$ cat src/rtl/truth_table_sweeper_if.sv
// Control and result bundle between the sweeper and the block/board harness it exercises.
// Master is the sweeper side: it drives X and the results, and samples start and F.
interface truth_table_sweeper_if #(
    parameter int N_IN = 3
);
    logic                   start;
    logic [N_IN-1:0]        X;
    logic                   F;
    logic                   busy;
    logic                   done;
    logic                   pass;
    logic [N_IN:0]          err_count;
    logic [N_IN-1:0]        first_fail;
    logic                   fail_valid;
    logic [(1<<N_IN)-1:0]   cap;

    modport master (
        input  start, F,
        output X, busy, done, pass, err_count, first_fail, fail_valid, cap
    );

    modport slave (
        output start, F,
        input  X, busy, done, pass, err_count, first_fail, fail_valid, cap
    );
endinterface

$ cat src/rtl/truth_table_sweeper.sv
// Steps X through every vector, samples F after SETTLE stable cycles, scores against EXPECTED.
// Latency 2**N_IN*(SETTLE+1) cycles from start to done; no backpressure, start ignored while busy.
module truth_table_sweeper #(
    parameter int                   N_IN     = 3,
    parameter int                   SETTLE   = 2,
    parameter logic [(1<<N_IN)-1:0] EXPECTED = 8'b1110_1000
) (
    input  logic               clk,
    input  logic               rst,
    truth_table_sweeper_if.master bus
);
    localparam int              NVEC    = 1 << N_IN;
    localparam int              CW      = (SETTLE > 1) ? $clog2(SETTLE) : 1;
    localparam logic [N_IN-1:0] LAST    = N_IN'(NVEC - 1);
    localparam logic [CW-1:0]   CNT_END = CW'(SETTLE - 1);

    typedef enum logic [1:0] {IDLE, WAIT, SAMPLE, DONE} state_t;

    state_t            state;
    state_t            stateNext;
    logic [CW-1:0]     cnt;
    logic [N_IN-1:0]   xReg;
    logic              busyReg;
    logic              doneReg;
    logic              passReg;
    logic [N_IN:0]     errCount;
    logic [N_IN:0]     errNext;
    logic [N_IN-1:0]   firstFail;
    logic              failValid;
    logic [NVEC-1:0]   capReg;
    logic              mismatch;

    always_ff @(posedge clk) begin
        if (rst) begin
            state <= IDLE;
        end else begin
            state <= stateNext;
        end
    end

    always_comb begin
        stateNext = state;
        mismatch  = (bus.F != EXPECTED[xReg]);
        errNext   = errCount + {{N_IN{1'b0}}, mismatch};
        case (state)
            IDLE:    if (bus.start) stateNext = WAIT;
            WAIT:    if (cnt == CNT_END) stateNext = SAMPLE;
            SAMPLE:  stateNext = (xReg == LAST) ? DONE : WAIT;
            DONE:    stateNext = IDLE;
            default: stateNext = IDLE;
        endcase
    end

    // pass is resolved on the last sample so it is already valid while done is high
    always_ff @(posedge clk) begin
        if (rst) begin
            cnt       <= '0;
            xReg      <= '0;
            busyReg   <= 1'b0;
            doneReg   <= 1'b0;
            passReg   <= 1'b0;
            errCount  <= '0;
            firstFail <= '0;
            failValid <= 1'b0;
            capReg    <= '0;
        end else begin
            case (state)
                IDLE: begin
                    if (bus.start) begin
                        cnt       <= '0;
                        xReg      <= '0;
                        busyReg   <= 1'b1;
                        passReg   <= 1'b0;
                        errCount  <= '0;
                        firstFail <= '0;
                        failValid <= 1'b0;
                        capReg    <= '0;
                    end
                end
                WAIT: begin
                    cnt <= cnt + 1'b1;
                end
                SAMPLE: begin
                    capReg[xReg] <= bus.F;
                    if (mismatch) begin
                        errCount <= errNext;
                        if (!failValid) begin
                            firstFail <= xReg;
                            failValid <= 1'b1;
                        end
                    end
                    if (xReg == LAST) begin
                        doneReg <= 1'b1;
                        passReg <= (errNext == '0);
                    end else begin
                        xReg <= xReg + 1'b1;
                        cnt  <= '0;
                    end
                end
                DONE: begin
                    doneReg <= 1'b0;
                    busyReg <= 1'b0;
                end
                default: ;
            endcase
        end
    end

    assign bus.X          = xReg;
    assign bus.busy       = busyReg;
    assign bus.done       = doneReg;
    assign bus.pass       = passReg;
    assign bus.err_count  = errCount;
    assign bus.first_fail = firstFail;
    assign bus.fail_valid = failValid;
    assign bus.cap        = capReg;
endmodule
$ cat src/flat_wrapper.sv
// flat-port wrapper written by rule: the top's interface ports become plain ports
module truth_table_sweeper_flat 
#(
    parameter int                   N_IN     = 3,
    parameter int                   SETTLE   = 2,
    parameter logic [(1<<N_IN)-1:0] EXPECTED = 8'b1110_1000
)
  (clk, rst, bus_start, bus_F, bus_X, bus_busy, bus_done, bus_pass, bus_err_count, bus_first_fail, bus_fail_valid, bus_cap);
  truth_table_sweeper_if #(.N_IN(N_IN)) bus_i ();
  input  logic clk;
  input  logic rst;
  input wire logic [$bits(bus_i.start)-1:0] bus_start;
  input wire logic [$bits(bus_i.F)-1:0] bus_F;
  output wire logic [$bits(bus_i.X)-1:0] bus_X;
  output wire logic [$bits(bus_i.busy)-1:0] bus_busy;
  output wire logic [$bits(bus_i.done)-1:0] bus_done;
  output wire logic [$bits(bus_i.pass)-1:0] bus_pass;
  output wire logic [$bits(bus_i.err_count)-1:0] bus_err_count;
  output wire logic [$bits(bus_i.first_fail)-1:0] bus_first_fail;
  output wire logic [$bits(bus_i.fail_valid)-1:0] bus_fail_valid;
  output wire logic [$bits(bus_i.cap)-1:0] bus_cap;
  assign bus_i.start = bus_start;
  assign bus_i.F = bus_F;
  assign bus_X = bus_i.X;
  assign bus_busy = bus_i.busy;
  assign bus_done = bus_i.done;
  assign bus_pass = bus_i.pass;
  assign bus_err_count = bus_i.err_count;
  assign bus_first_fail = bus_i.first_fail;
  assign bus_fail_valid = bus_i.fail_valid;
  assign bus_cap = bus_i.cap;
  truth_table_sweeper #(.N_IN(N_IN), .SETTLE(SETTLE), .EXPECTED(EXPECTED)) u_core (.clk(clk), .rst(rst), .bus(bus_i));
endmodule
$ cat config.mk
export PLATFORM = sky130hd
export DESIGN_NAME = truth_table_sweeper_flat
export DESIGN_NICKNAME = d
export VERILOG_FILES = /design/src/rtl/truth_table_sweeper_if.sv /design/src/rtl/truth_table_sweeper.sv /design/src/flat_wrapper.sv
export SDC_FILE = /design/constraint.sdc
export NUM_CORES = 1
export LEC_CHECK = 0
export CAP_MARGIN = 20
export CORE_MARGIN = 10
export CORE_UTILIZATION = 50
export DETAILED_ROUTE_END_ITERATION = 8
export DONT_BUFFER_PORTS = 1
export GPL_TIMING_DRIVEN = 1
export MAX_ROUTING_LAYER = met4
export PLACE_DENSITY_LB_ADDON = 0.25
export SYNTH_ARGS = -nofsm -noshare
export SYNTH_HDL_FRONTEND = slang
export SYNTH_SLANG_ARGS = --single-unit
$ cat constraint.sdc
create_clock -name clk -period 2.3 [get_ports clk]
set_input_delay 0.46 -clock clk [delete_from_list [all_inputs] [get_ports clk]]
set_output_delay 0.46 -clock clk [all_outputs]
set_load 0.02 [all_outputs]
==> flow_summary.ini, run 1 <==
[run_status]
outcome = finished, final reports clean

[sta]
finalClockSkew_ns = 0.00419
slew_viols_final = 0
worst-slew-pin-transition_ns = 0.547
rsz0062_at_grt = false
layout_worst_path_cycle_share = 0.755
hold_viol_final = 0
fmax_mhz = 576
final_period_minus_worst_setup_slack_ns = 1.74
fin_setup_tns_ns = 0
setup-violations-final = 0
hold-worst-slack_ns = 0.168
max_slew_margin = 0.635

[drt]
met3_length_um = 240
post_drt_via_cell_ratio = 6.16
via_count = 1078
route.final.wire_length_um = 3040
wl_met2_um = 1490
dr.pass1.iters = 4
route.top_layer_used = met4
route.detailed.drc = 0
drt-initial-drc-count = 126
m1WireLength_um = 1280
ant_nets = 0
detail_route.wl_per_cell_um = 17.4

[floorplan]
floorplan.die_area_um2 = 5180
io_pins = 26
floorplan.initialDensity = 0.535
die_y_um = 72.0
die_width_um = 72.0
core_area_um2 = 2520
rows = 18

[logic_synthesis]
async_flop_share = 0
synth.yosys.seq_area_share = 0.386
average_cell_area_after_synthesis_um2 = 9.06
synth-edff-count = 0
synth.cell_area_um2 = 1350
commonest_register_cell_after_synthesis = dfxtp_1
yosysWarnings = 0
ys_seq_elements = 26
synth.lib_cells_used.distinct = 45
synthesis.nets = 157
netlist_instances = 149

[placed_design]
dpl.hpwl_um = 2230
routabilityCongestion = 0.872
buffer_ports.inserted = 0
placed_cells = 171

[clock_network]
cts.clk_slew.worst_paths_ns = 0.15
cts_tree = done
ctsLongestPathBuffers = 2
postCtsSetupBuffers = 0
clock_latency_ns = 0.34
hold_buffers = 0
htree_num_levels = 1
clockRootBuffer = clkbuf_4
cts_repair_resize_count = 0
numCtsBuffers = 3
number_of_sinks_on_the_clock_net = 26

[setup_path]
worst_r2r_endpoint = u_core.bus.pass
worstPathRequired_ns = 2.59
cp-end-kind = flop
timing.critical_path.buf_inv = 1
path_class = flop to flop
critPathTopFamily = adder cells
r2r_slack_ns = 0.56
maximum_single_stage_delay_on_the_critical_path_ns = 0.43
cp_max_fo = 5
crit_path_cell_trace = xnor2_4, inv_2, ha_1, ha_1, nor4_1, nand3_1, a21oi_1
critPathSlowestCell = dfxtp_1
critical_path.startpoint_type = flop
worst-endpoint-arrival_ns = 2.02
worstSetupEndpoint = u_core.bus.pass
ff2ff_path_depth = 7
cp_common_cell = ha_1
crit_cells = 7

[power]
p_leak_nw = 0.508
power.density_nw_per_um2 = 638
worst_ir_drop_vdd_uv = 355

[global_route]
vias_in_the_first_global_route = 1027
grt_first_pass_wirelength_um = 4980
largest_net_degree_at_the_start_of_global_routing = 26
grtUsageTotal = 0.119
antenna_found_initial = 0
grt_remaining_overflow = 0

[final_layout]
number_of_diodes = 0
final_net_count = 154
proportion_of_layout_cells_with_a_drive_suffix_above_1 = 0.131
synthToLayoutAreaGrowth_pct = 2.97
post_layout_nonfiller_instances = 175
postLayoutCoreUtil = 0.551

[min_path]
worst_hold_path_type = input port to flop

[flow_run]
maxCapViolCount = 0
[cells in the final DEF (no fill, tap or decap), types with 2 or more instances in the layout]
cell      count
nand3_1       6
ha_1          4
nor2_1       13
a22oi_1       3
a21o_1        3
nor3_1        3
a22o_1        3
nand2_1       4
xor2_1        2
o211ai_1      3
inv_2         2
o311ai_1      4
or3_1         2
nand4_1       4
a21oi_1      18
inv_1         3
buf_4         3
nor2_2        2
o31ai_1       2
nand2b_1      6
a211oi_1      2
clkbuf_4      3
dfxtp_1      26
nor2b_1       4
[registers in the layout, summed over array words and instances, names as in the netlist, named ones only]
signal                 cells
u_core.bus.done            1
u_core.bus.pass            1
u_core.bus.err_count       4
u_core.cnt                 1
u_core.bus.fail_valid      1
u_core.bus.X               3
u_core.bus.cap             8
u_core.bus.busy            1
u_core.bus.first_fail      3
u_core.state               2
[layout make-up]
class | count | area [um^2]
clock buffers | 3 | 22.5
inverters | 5 | 18.8
fillers | 225 | 1130
multi-input cells | 107 | 738
flip-flops and latches | 26 | 520
repair buffers | 3 | 22.5
clock inverters | 1 | 30.0
well taps | 30 | 37.5
[power breakdown]
part	total (W)	switching, W	internal (W)	leakage, nW
combinational	0.0000882	0.0000537	0.0000346	0.269
clock	0.000323	0.000146	0.000177	0.0279
sequential	0.000476	0.0000166	0.000460	0.211
[cells in the mapped netlist (2+ instances only)]
master,count,area share
dfxtp_1,26,0.39
a21oi_1,18,0.067
nor2_1,13,0.036
nand2b_1,6,0.028
nand3_1,6,0.022
buf_2,4,0.015
ha_1,4,0.037
nand2_1,4,0.011
nand4_1,4,0.019
nor2b_1,4,0.019
o311ai_1,4,0.026
a21o_1,3,0.017
a22o_1,3,0.019
a22oi_1,3,0.017
buf_6,3,0.025
clkbuf_1,3,0.0083
inv_1,3,0.0083
nor3_1,3,0.011
o211ai_1,3,0.017
a211oi_1,2,0.011
inv_2,2,0.0056
nor2_2,2,0.0093
o31ai_1,2,0.011
or3_1,2,0.0093
xor2_1,2,0.013
[routing by layer]
metal,global-route usage,vias to the layer above
li1,-,540
met1,0.134,514
met5,-,-
met2,0.187,21
met4,0.0516,0
met3,0.0435,3
[cells by family after synthesis]
group / share of synthesized area
AO/OA/AOI/OAI: 0.260
XOR/XNOR: 0.0399
adder cells (fa/ha/maj): 0.0371
buffers and inverters: 0.0677
flip-flops: 0.386
AND/OR/NAND/NOR: 0.210
[worst reg2reg max path, cell delays in order, from the launching register on]
cell,delay (ns)
dfxtp_1,0.43
xnor2_4,0.16
inv_2,0.06
ha_1,0.20
ha_1,0.30
nor4_1,0.30
nand3_1,0.11
a21oi_1,0.12
[metrics by stage]
| stage | instance area, um^2 | total power (W) | setup slack [ns] |
|---|---|---|---|
| floorplan | 1350 | 0.000573 | 0.429 |
| global route | 1390 | 0.000921 | 0.388 |
| finish | 1390 | 0.000887 | 0.564 |
| global placement | 1340 | 0.000574 | 0.530 |
| CTS | 1390 | 0.000896 | 0.550 |
| detailed placement | 1340 | 0.000575 | 0.444 |
[how the worst min path moves through the flow]
stage                from  cells past startpoint           endpoint
5_1_grt               rst                      1  u_core.bus.cap[0]
2_1_floorplan  u_core.cnt                      2    u_core.state[1]
4_1_cts               rst                      1  u_core.bus.cap[5]
6_report              rst                      1  u_core.bus.cap[0]
3_5_place_dp          rst                      1  u_core.bus.cap[0]
3_3_place_gp          rst                      1  u_core.bus.cap[7]
(Power assumes the default switching activity.)
==> inputs of run 2 (changes only) <==
Clock period 2.3 ns to 1.6 ns, I/O delays scaled along.
==> flow_summary.ini, run 2 (synthesis gave the netlist of run 1 again) <==
[sta]
hold_viol_final = 0
max_slew_margin = 0.769
hold-worst-slack_ns = 0.0347
finalWorstSetupSlack_ns = 0.0236
final_period_minus_worst_setup_slack_ns = 1.58
setup-violations-final = 0
finalClockSkew_ns = 0.00306
layout_worst_path_cycle_share = 0.985
worst-slew-pin-transition_ns = 0.346
fmax_mhz = 634
slew_viols_final = 0
rsz0062_at_grt = true

[drt]
met3_length_um = 231
dr.pass1.iters = 4
route.final.wire_length_um = 3350
detail_route.wl_per_cell_um = 18.1
via_count = 1127
route.top_layer_used = met4
wl_met2_um = 1580
post_drt_via_cell_ratio = 6.09
drt-initial-drc-count = 156
m1WireLength_um = 1480
ant_nets = 0
route.detailed.drc = 0

[power]
p_leak_nw = 0.556
share_seq_of_total_power = 0.523
power.share.clock = 0.354
p_switching_w = 0.000321
power_switching_share = 0.246
total_power_w = 0.00130
cellInternalPower_w = 0.000982
power.density_nw_per_um2 = 847
pwr-share-comb = 0.123
worst_ir_drop_vdd_uv = 512

[floorplan]
die_width_um = 72.0
floorplan.initialDensity = 0.535
rows = 18
floorplan.die_area_um2 = 5180
io_pins = 26
core_area_um2 = 2520
die_y_um = 72.0

[flow_run]
maxCapViolCount = 0

[placed_design]
buffer_ports.inserted = 0
dp_worst_setup_slack_ns = -0.0126
routabilityCongestion = 0.942
placedInstanceArea_um2 = 1440
dpl.hpwl_um = 2450

[setup_path]
crit_path_cell_trace = ha_1, ha_4, and3_1, a211o_1, a21oi_2, o32ai_2
critical_path.startpoint_type = flop
worstPathRequired_ns = 1.83
cp-end-kind = flop
maximum_single_stage_delay_on_the_critical_path_ns = 0.35
path_class = flop to flop
worst-endpoint-arrival_ns = 1.81
cp_max_fo = 7
critPathSlowestCell = dfxtp_2

[final_layout]
layout_commonest_cell = dfxtp_1
postLayoutCoreUtil = 0.610
final_net_count = 164
seq_area_um2 = 527
synthToLayoutAreaGrowth_pct = 14.0
largest_register_ff_count = 8
n_fill_cell = 215
final_area_um2 = 1540
number_of_diodes = 0
multiInputGateArea_um2 = 806
most-common-layout-cells = dfxtp_1 (23), a21oi_1 (17), nor2_1 (13), buf_4 (13), nand3_1 (6)
proportion_of_layout_cells_with_a_drive_suffix_above_1 = 0.245

[clock_network]
cts.clk_slew.worst_paths_ns = 0.15
clock_latency_ns = 0.33
cts_tree = done
numCtsBuffers = 3
ctsLongestPathBuffers = 2
clockRootBuffer = clkbuf_4
htree_num_levels = 1
postCtsSetupBuffers = 0
number_of_sinks_on_the_clock_net = 26

[global_route]
grt_remaining_overflow = 0
grt_first_pass_wirelength_um = 5560
vias_in_the_first_global_route = 1155
grtUsageTotal = 0.134
antenna_found_initial = 0
largest_net_degree_at_the_start_of_global_routing = 26

[run_status]
outcome = finished, final reports clean

[min_path]
worst_hold_path_type = input port to flop
[run 2: cell count changes in the layout (fill, tap and decap cells not counted), moves of 2 or more]
cell     change
dfxtp_1      -3
dfxtp_2      +2
ha_4         +3
ha_1         -3
buf_4       +10
[run 2: power groups by stage]
stage | clock [W] | combinational (W) | sequential, W
final | 0.000462 | 0.000160 | 0.000681
after global routing | 0.000499 | 0.000176 | 0.000684
after CTS | 0.000465 | 0.000155 | 0.000681
after detailed placement | 0 | 0.000153 | 0.000695
after global placement | 0 | 0.000150 | 0.000694
after floorplan | 0 | 0.000130 | 0.000696
[run 2: metal layers]
| layer | global-route usage | vias to the layer above |
|---|---|---|
| li1 | - | 562 |
| met1 | 0.145 | 532 |
| met2 | 0.210 | 25 |
| met3 | 0.0463 | 8 |
| met4 | 0.0774 | 0 |
| met5 | - | - |
[run 2: layout make-up]
type	count	area share
multi-input combinational	107	0.524
sequential	26	0.342
timing repair buffer	13	0.0634
tap	30	0.0244
clock inverter	1	0.0195
clock buffer	3	0.0146
inverter	5	0.0122
[run 2: repair_timing]
item                       4_1_cts  5_1_grt
hold buffers                     0        0
pin swaps                        0        5
setup endpoints to repair        1        9
gates resized for setup          2        7
hold endpoints to repair         0        0
[run 2: worst max-delay path: cells and delay by family (launching register included)]
kind / cells / cell delay (ns)
flip-flops: 1 / 0.35
adder cells (fa/ha/maj): 2 / 0.41
AO/OA/AOI/OAI: 3 / 0.53
AND/OR/NAND/NOR: 1 / 0.19
[run 2: per-stage QoR]
stage	TNS, ns	cells
floorplan	0	149
global placement	0	181
detailed placement	-0.0126	181
CTS	0	185
global route	-0.0586	185
finish	0	185
[run 2: final timing paths]
kind	endpoint	depth (start not counted)	from	slack, ns
min reg2reg	u_core.state[1]	2	u_core.cnt	0.59
max reg2reg	flop	6	u_core.bus.X[0]	0.02
min	u_core.bus.pass	1	rst	0.03
max	flop	6	u_core.bus.X[0]	0.02
==> inputs of run 3 (changes only) <==
Settings changed: SKIP_CTS_REPAIR_TIMING set to 1.
Clock period 1.6 ns to 1.9 ns, I/O delays scaled along.
==> flow_summary.ini, run 3 (synthesis gave the netlist of run 1 again) <==
[global_route]
antenna_found_initial = 0
grtUsageTotal = 0.120
grt_first_pass_wirelength_um = 5110
vias_in_the_first_global_route = 1075
largest_net_degree_at_the_start_of_global_routing = 26
grt_remaining_overflow = 0

[floorplan]
io_pins = 26
die_y_um = 72.0
core_area_um2 = 2520
die_width_um = 72.0
floorplan.initialDensity = 0.535
floorplan.die_area_um2 = 5180
rows = 18

[setup_path]
critPathSlowestCell = dfxtp_1
worst_r2r_endpoint = u_core.bus.pass
cp-end-kind = flop
crit_path_cell_trace = xnor2_4, inv_2, ha_1, ha_1, nor4_1, nand3_1, a21oi_1
r2r_slack_ns = 0.17
critical_path.startpoint_type = flop
worst-endpoint-arrival_ns = 2.00
timing.critical_path.buf_inv = 1
cp_max_fo = 5
path_class = flop to flop
maximum_single_stage_delay_on_the_critical_path_ns = 0.38
worstPathRequired_ns = 2.17
ff2ff_path_depth = 7
cp_common_cell = ha_1
critPathTopFamily = adder cells

[final_layout]
n_fill_cell = 245
layout_commonest_cell = dfxtp_1
seq_area_um2 = 520
number_of_diodes = 0
multiInputGateArea_um2 = 738
synthToLayoutAreaGrowth_pct = 3.99
final_net_count = 158
proportion_of_layout_cells_with_a_drive_suffix_above_1 = 0.154
most-common-layout-cells = dfxtp_1 (26), a21oi_1 (18), nor2_1 (13), buf_4 (7)
largest_register_ff_count = 8
post_layout_nonfiller_instances = 179

[sta]
hold_viol_final = 0
hold-worst-slack_ns = 0.0961
slew_viols_final = 0
fin_setup_tns_ns = 0
final_period_minus_worst_setup_slack_ns = 1.73
finalWorstSetupSlack_ns = 0.169
setup-violations-final = 0
max_slew_margin = 0.727
finalClockSkew_ns = 0.00571
layout_worst_path_cycle_share = 0.911
rsz0062_at_grt = false
fmax_mhz = 578
worst-slew-pin-transition_ns = 0.409

[min_path]
min_from = rst
holdPathStages = 1
worst_hold_path_type = input port to flop
whs_endpoint = u_core.bus.cap[4]

[clock_network]
htree_num_levels = 1
clockRootBuffer = clkbuf_4
ctsLongestPathBuffers = 2
cts.clk_slew.worst_paths_ns = 0.15
clock_latency_ns = 0.33
numCtsBuffers = 3
number_of_sinks_on_the_clock_net = 26
cts_tree = done

[placed_design]
buffer_ports.inserted = 0
dpl.hpwl_um = 2240
routabilityCongestion = 0.886
placed_cells = 175
dp_worst_setup_slack_ns = 0.186

[power]
power.density_nw_per_um2 = 700
p_leak_nw = 0.521
worst_ir_drop_vdd_uv = 527
total_power_w = 0.000983

[drt]
drt-initial-drc-count = 93
dr.pass1.iters = 4
post_drt_via_cell_ratio = 6.15
ant_nets = 0
route.detailed.drc = 0
detail_route.wl_per_cell_um = 16.9
via_count = 1101
route.final.wire_length_um = 3020

[run_status]
outcome = finished, final reports clean

[flow_run]
maxCapViolCount = 0
[run 3: cell type report]
type                    instances  area share
repair buffers                  7      0.0374
well taps                      30      0.0267
inverters                       5      0.0134
clock buffers                   4      0.0258
flip-flops and latches         26       0.371
multi-input cells             107       0.526
[run 3: layer usage]
layer / vias up / routed length [um] / share of wire / GRT usage
met5: - / 0 / 0 / -
met3: 6 / 262 / 0.087 / 0.0517
li1: 547 / - / - / -
met1: 512 / 1300 / 0.43 / 0.130
met4: 0 / 38 / 0.013 / 0.0452
met2: 36 / 1420 / 0.47 / 0.191
[run 3: where the power goes]
| group | switching [W] | total (W) | internal (W) |
|---|---|---|---|
| combinational | 0.0000716 | 0.000119 | 0.0000473 |
| sequential | 0.0000167 | 0.000573 | 0.000557 |
| clock | 0.000173 | 0.000291 | 0.000117 |
| total | 0.000262 | 0.000983 | 0.000721 |
[run 3: stage by stage]
stage / util / area, um^2
2_1_floorplan: - / 1350
6_report: 0.557 / 1400
5_1_grt: 0.557 / 1400
3_3_place_gp: 0.542 / 1370
4_1_cts: 0.557 / 1400
3_5_place_dp: 0.542 / 1370
[run 3: worst max path at each step]
stage	startpoint	endpoint	slack, ns	cells after the start
detailed placement	bus_F	u_core.bus.pass	0.19	7
global route	flop	u_core.bus.pass	0.03	7
CTS	flop	u_core.bus.pass	0.19	7
finish	flop	u_core.bus.pass	0.17	7
floorplan	bus_F	u_core.bus.pass	0.11	8
global placement	bus_F	u_core.bus.pass	0.22	7
